--- src/rtl/dmem_port_ctrl.sv ---
// dmem_port_ctrl: load/store/AMO responder to a req/ack data memory, with LR/SC reservation and misalign trap
module dmem_port_ctrl #(
  parameter bit RESV_EN = 1'b1
) (
  input  logic        clk,
  input  logic        rst,
  input  logic [4:0]  lsu_op,
  input  logic [3:0]  amo_op,
  input  logic        lr,
  input  logic        sc,
  input  logic [31:0] addr,
  input  logic [31:0] wdata,
  output logic [31:0] rdata,
  output logic [31:0] amo_load_val,
  output logic        freeze,
  output logic        addr_exception,
  output logic        mem_req,
  output logic        mem_we,
  output logic [29:0] mem_addr,
  output logic [3:0]  mem_be,
  output logic [31:0] mem_wdata,
  input  logic [31:0] mem_rdata,
  input  logic        mem_ack
);
  typedef enum logic [2:0] {IDLE, RD, WR, AMO_RD, AMO_WR, DONE} state_t;
  state_t state, state_nx;
  logic [2:0]  sz_q;
  logic [1:0]  lo_q;
  logic        lr_q, sc_q;
  logic [3:0]  amo_q;
  logic [31:0] wdata_q;
  logic        resv_v;
  logic [29:0] resv_a;
  logic        mis, acc, word_match, sc_pass, ack;
  logic [3:0]  st_be;
  logic [31:0] st_data, sh, ld, amo_res;
  assign mis = (lsu_op[3:2] == 2'b01 & addr[0]) | (lsu_op[3:2] == 2'b10 & |addr[1:0]);
  assign acc = lsu_op[0] & ~mis;
  assign word_match = resv_v & (resv_a == addr[31:2]);
  assign sc_pass = RESV_EN & word_match;
  assign ack = mem_ack & mem_req;
  assign st_be = lsu_op[3:2] == 2'b00 ? 4'b0001 << addr[1:0] :
                 lsu_op[3:2] == 2'b01 ? 4'b0011 << {addr[1], 1'b0} : 4'hF;
  assign st_data = lsu_op[3:2] == 2'b00 ? {4{wdata[7:0]}} :
                   lsu_op[3:2] == 2'b01 ? {2{wdata[15:0]}} : wdata;
  assign sh = mem_rdata >> {lo_q, 3'b000};
  assign ld = sz_q == 3'b000 ? {{24{sh[7]}}, sh[7:0]} :
              sz_q == 3'b001 ? {{16{sh[15]}}, sh[15:0]} :
              sz_q == 3'b100 ? {24'b0, sh[7:0]} :
              sz_q == 3'b101 ? {16'b0, sh[15:0]} : sh;
  always_comb begin
    amo_res = wdata_q;
    case (amo_q)
      4'd2: amo_res = mem_rdata + wdata_q;
      4'd3: amo_res = mem_rdata & wdata_q;
      4'd4: amo_res = mem_rdata | wdata_q;
      4'd5: amo_res = mem_rdata ^ wdata_q;
      4'd6: amo_res = $signed(mem_rdata) > $signed(wdata_q) ? mem_rdata : wdata_q;
      4'd7: amo_res = $signed(mem_rdata) < $signed(wdata_q) ? mem_rdata : wdata_q;
      4'd8: amo_res = mem_rdata > wdata_q ? mem_rdata : wdata_q;
      4'd9: amo_res = mem_rdata < wdata_q ? mem_rdata : wdata_q;
      default: amo_res = wdata_q;
    endcase
  end
  always_ff @(posedge clk or posedge rst)
    if (rst) state <= IDLE;
    else state <= state_nx;
  always_comb begin
    state_nx = state;
    case (state)
      IDLE:    state_nx = !acc ? IDLE : |amo_op ? AMO_RD : sc ? (sc_pass ? WR : DONE) : lsu_op[1] ? WR : RD;
      RD, WR:  state_nx = ack ? DONE : state;
      AMO_RD:  state_nx = ack ? AMO_WR : AMO_RD;
      AMO_WR:  state_nx = ack ? DONE : AMO_WR;
      default: state_nx = IDLE;
    endcase
  end
  // rst gating keeps the stall and trap low while reset is held, whatever the inputs show
  always_comb begin
    freeze = ~rst & (state == IDLE ? acc : state != DONE);
    addr_exception = ~rst & (state == IDLE) & lsu_op[0] & mis;
  end
  always_ff @(posedge clk or posedge rst) begin
    if (rst) begin
      sz_q <= '0;
      lo_q <= '0;
      lr_q <= 1'b0;
      sc_q <= 1'b0;
      amo_q <= '0;
      wdata_q <= '0;
      resv_v <= 1'b0;
      resv_a <= '0;
      rdata <= '0;
      amo_load_val <= '0;
      mem_req <= 1'b0;
      mem_we <= 1'b0;
      mem_addr <= '0;
      mem_be <= '0;
      mem_wdata <= '0;
    end else begin
      case (state)
        IDLE: if (acc) begin
          sz_q <= lsu_op[4:2];
          lo_q <= addr[1:0];
          lr_q <= lr;
          sc_q <= sc;
          amo_q <= amo_op;
          wdata_q <= wdata;
          mem_addr <= addr[31:2];
          mem_be <= lsu_op[1] ? st_be : 4'hF;
          mem_wdata <= st_data;
          mem_we <= state_nx == WR;
          mem_req <= state_nx != DONE;
          if (state_nx == DONE) rdata <= 32'd1;
          if (sc | ((lsu_op[1] | |amo_op) & word_match)) resv_v <= 1'b0;
        end
        RD: if (ack) begin
          rdata <= ld;
          mem_req <= 1'b0;
          if (lr_q) begin
            resv_v <= 1'b1;
            resv_a <= mem_addr;
          end
        end
        WR: if (ack) begin
          mem_req <= 1'b0;
          mem_we <= 1'b0;
          if (sc_q) rdata <= 32'd0;
        end
        AMO_RD: if (ack) begin
          amo_load_val <= mem_rdata;
          mem_we <= 1'b1;
          mem_wdata <= amo_res;
        end
        AMO_WR: if (ack) begin
          mem_req <= 1'b0;
          mem_we <= 1'b0;
          rdata <= amo_load_val;
        end
        default: ;
      endcase
    end
  end
endmodule

--- config.mk ---
export PLATFORM = sky130hd
export DESIGN_NAME = dmem_port_ctrl
export DESIGN_NICKNAME = d
export VERILOG_FILES = /design/src/rtl/dmem_port_ctrl.sv
export SDC_FILE = /design/constraint.sdc
export NUM_CORES = 1
export LEC_CHECK = 0
export ABC_AREA = 1
export BUFFER_PORTS_ARGS = -buffer_cell sky130_fd_sc_hd__buf_4
export CAP_MARGIN = 10
export CORE_ASPECT_RATIO = 1.5
export CORE_MARGIN = 2
export CORE_UTILIZATION = 30
export CTS_CLUSTER_DIAMETER = 40
export DETAILED_ROUTE_END_ITERATION = 6
export GPL_ROUTABILITY_DRIVEN = 0
export GPL_TIMING_DRIVEN = 0
export PLACE_DENSITY = 0.57
export SLEW_MARGIN = 20
export SYNTH_ARGS = -nofsm -noshare
export SYNTH_HDL_FRONTEND = slang
export SYNTH_SLANG_ARGS = --single-unit
--- constraint.sdc ---
create_clock -name clk -period 20.7 [get_ports clk]
set_clock_uncertainty 0.2 [all_clocks]
set_input_delay 4.14 -clock clk [delete_from_list [all_inputs] [get_ports clk]]
set_output_delay 4.14 -clock clk [all_outputs]
set_load 0.01 [all_outputs]
==> flow_summary.ini <==
[status]
outcome = finished clean

[sta]
hold_violations = 0
drv_slew = 0
relSlewSlack_pct = 22.89
finalSetupTns_ns = 0
grt_setup_unrepaired = no
fin_crit_ns = 9.882
setup_viol = 0
fmax_mhz = 101.2
worst_slew_pin_slew_ns = 1.145
fin_ws_ns = 10.82
finalCritPeriodShare_pct = 47.74
fin_hold_ws_ns = 0.2738

[power_and_ir_drop]
internal_power_mw = 0.6893
p_sw_mw = 0.2765
pwr-share-comb_pct = 12.3
pwr-share-seq_pct = 42.3
power_frac_clock_pct = 45.4
vdd_ir_drop_max_mv = 0.05529
p_leak_nw = 9.897
swShare_pct = 28.63
powerDensity_nw_per_um2 = 48.19

[critical_path]
arrival_ns = 5.54
r2r_cells = 15
critPathBufInv = 4
critical_path.cell_chain = buf_4, inv_2, nand2_4, nor2_1, a31oi_1, nand2_1, nand2_1, inv_1, a211oi_1, buf_4
path_depth = 10
worstPathRequired_ns = 16.36
worstSetupEndpointType = primary output
rr_endpoint = mem_wdata[2]$_DFFE_PP0P_
cp_max_fo = 9
reg2reg_slack_ns = 16.99
path_delay_family = compound AO/OA/AOI/OAI gates
cp_slowest_cell = a31oi_1
cp-start-kind = input port
crit_path_start = lsu_op[3]
cp_slowest_stage_delay_ns = 0.32
worstSetupPathType = input port to primary output
reg2reg_from = wdata_q[29]$_DFFE_PP0P_

[clocking]
h-tree-depth = 1
numCtsBuffers = 26
post-cts-setup-buffers = 0
hold_buffers = 0
ctsResizeCount = 0
clkTransAtPathRegs_ns = 0.06
cts-root-buf = clkbuf_16
cts_tree = yes
clk_path_buf_depth = 3
clock_latency_ns = 0.58
numClockSinks = 209

[flow_run]
cap_violations = 0

[yosys]
ys_seq_area_share_pct = 31.76
yosys_warnings = 0
ys.flop_type = dfrtp_1
netlist_area_um2 = 16470
yosysTopAreaCell = dfrtp_1
synth_cell_types = 49
avgSynthCellArea_um2 = 6.564
yosys-top-cells-area = dfrtp_1, nand2_1, o21ai_0
synth_top_area_share_pct = 31.76
async_flop_share_pct = 100.0
syn_inst = 2509
syn-num-nets = 2716
synth-edff-count = 0
synth-seq-cells = 209

[drt]
routed_wirelength_um = 78510
final_antenna_net_count = 0
drt_iter0_drc = 2010
vias = 18853
wl_per_cell_um = 22.46
first_pass_iters = 6
avgViaCountPerCell = 5.394
drc = 0

[worst_hold_path]
hold_end = lr_q$_DFFE_PP0P_
hold_path_depth = 2
min-delay-path-class = flip-flop to flip-flop
hp-start = lr_q$_DFFE_PP0P_

[finish]
register_area_um2 = 5230
drive_above_1_share_pct = 13.01
layout_common_cells = nand2_1, o21ai_0, inv_1
nets = 2989
stdcell_count = 3495
fill_cells = 5903
multiInputGateArea_um2 = 9663
area_delta_synth_final_pct = 21.70
final_common_cell = nand2_1

[floorplanning]
core-area_um2 = 54520
start_util_pct = 30.21
die_area_um2 = 56830
io_pins = 244
rows = 105
die_w_um = 195.3
dieHeight_um = 291.0

[placement]
portBuffers = 243
dp_cells = 3449
place_ws_ns = 10.81
post-dp-hpwl_um = 63450

[grt]
grt_pass1_wl_um = 115000
grt_max_degree = 82
antenna_found_initial = 0
grt_usage_pct = 26.96
grt_pass1_vias = 18209
grt_overflow = 0
registers in the layout (all words and copies together) (netlist names), 2 cells and up:
register      flops
amo_load_val     32
amo_q             4
lo_q              2
mem_addr         30
mem_be            4
mem_wdata        32
rdata            32
resv_a           30
state             3
sz_q              3
wdata_q          32
worst reg2reg max path, cell delays in order (launching register included):
cell     delay [ns]
dfrtp_1        0.43
inv_1          0.23
ha_1           0.34
inv_1          0.25
nand3_1        0.17
nor2_2         0.22
and3_1         0.29
nand2_2        0.15
nand2_4        0.14
nand2_2        0.15
nand2_1        0.33
nand3_1        0.25
nand2_1        0.12
nand4_1        0.13
nand2_1        0.10
a21oi_1        0.06
metal layers:
layer | GRT usage (%) | part of all wire (%)
met3 | 4.878 | 7.6
met1 | 29.15 | 35
met4 | 18.19 | 8.2
met5 | 0 | 0
met2 | 47.78 | 49
Yosys cell counts, drive strengths merged, types with 24 or more instances:
library cell and instances:
nand3 260, o22ai 32, dfrtp 209, ha 96, o21ai 284, inv 270, nor3 24, nand2 636
buf 41, nand4 27, nor2 233, a21oi 195, clkbuf 86
stage by stage:
stage	utilization (%)	instance area [um^2]	power [mW]
5_1_grt	36.75	20040	0.9957
2_1_floorplan	-	16470	0.4715
3_3_place_gp	35.15	19160	0.5282
3_5_place_dp	35.26	19230	0.5307
6_report	36.76	20040	0.9658
4_1_cts	36.75	20040	0.9706
layout make-up:
type	count	area share, %
multi-input combinational	1903	48.21
sequential	209	26.09
timing repair buffer	245	9.376
inverter	270	5.094
tap	695	4.338
clock buffer	30	3.521
buffer	127	2.809
clock inverter	13	0.5243
antenna	3	0.03745
power groups by stage:
| stage | sequential (mW) | combinational, mW | clock (mW) |
|---|---|---|---|
| finish | 0.409 | 0.119 | 0.438 |
| CTS | 0.409 | 0.115 | 0.447 |
| global placement | 0.416 | 0.112 | 0 |
| detailed placement | 0.416 | 0.115 | 0 |
| floorplan | 0.416 | 0.0554 | 0 |
| global route | 0.408 | 0.127 | 0.461 |
cell families after synthesis:
| group | share of synthesized area (%) |
|---|---|
| and+or+nand+nor | 31.33 |
| AOI/OAI and AO/OA | 19.24 |
| buffers and inverters | 9.572 |
| DFF | 31.76 |
| adders and majority gates | 7.415 |
| xor gates and xnor gates | 0.6913 |
how the worst max path moves through the flow:
stage	endpoint	slack (ns)
floorplan	addr_exception	7.45
global route	freeze	10.72
CTS	freeze	10.81
finish	freeze	10.82
global placement	addr_exception	5.33
detailed placement	freeze	10.81
(Power assumes the default switching activity.)
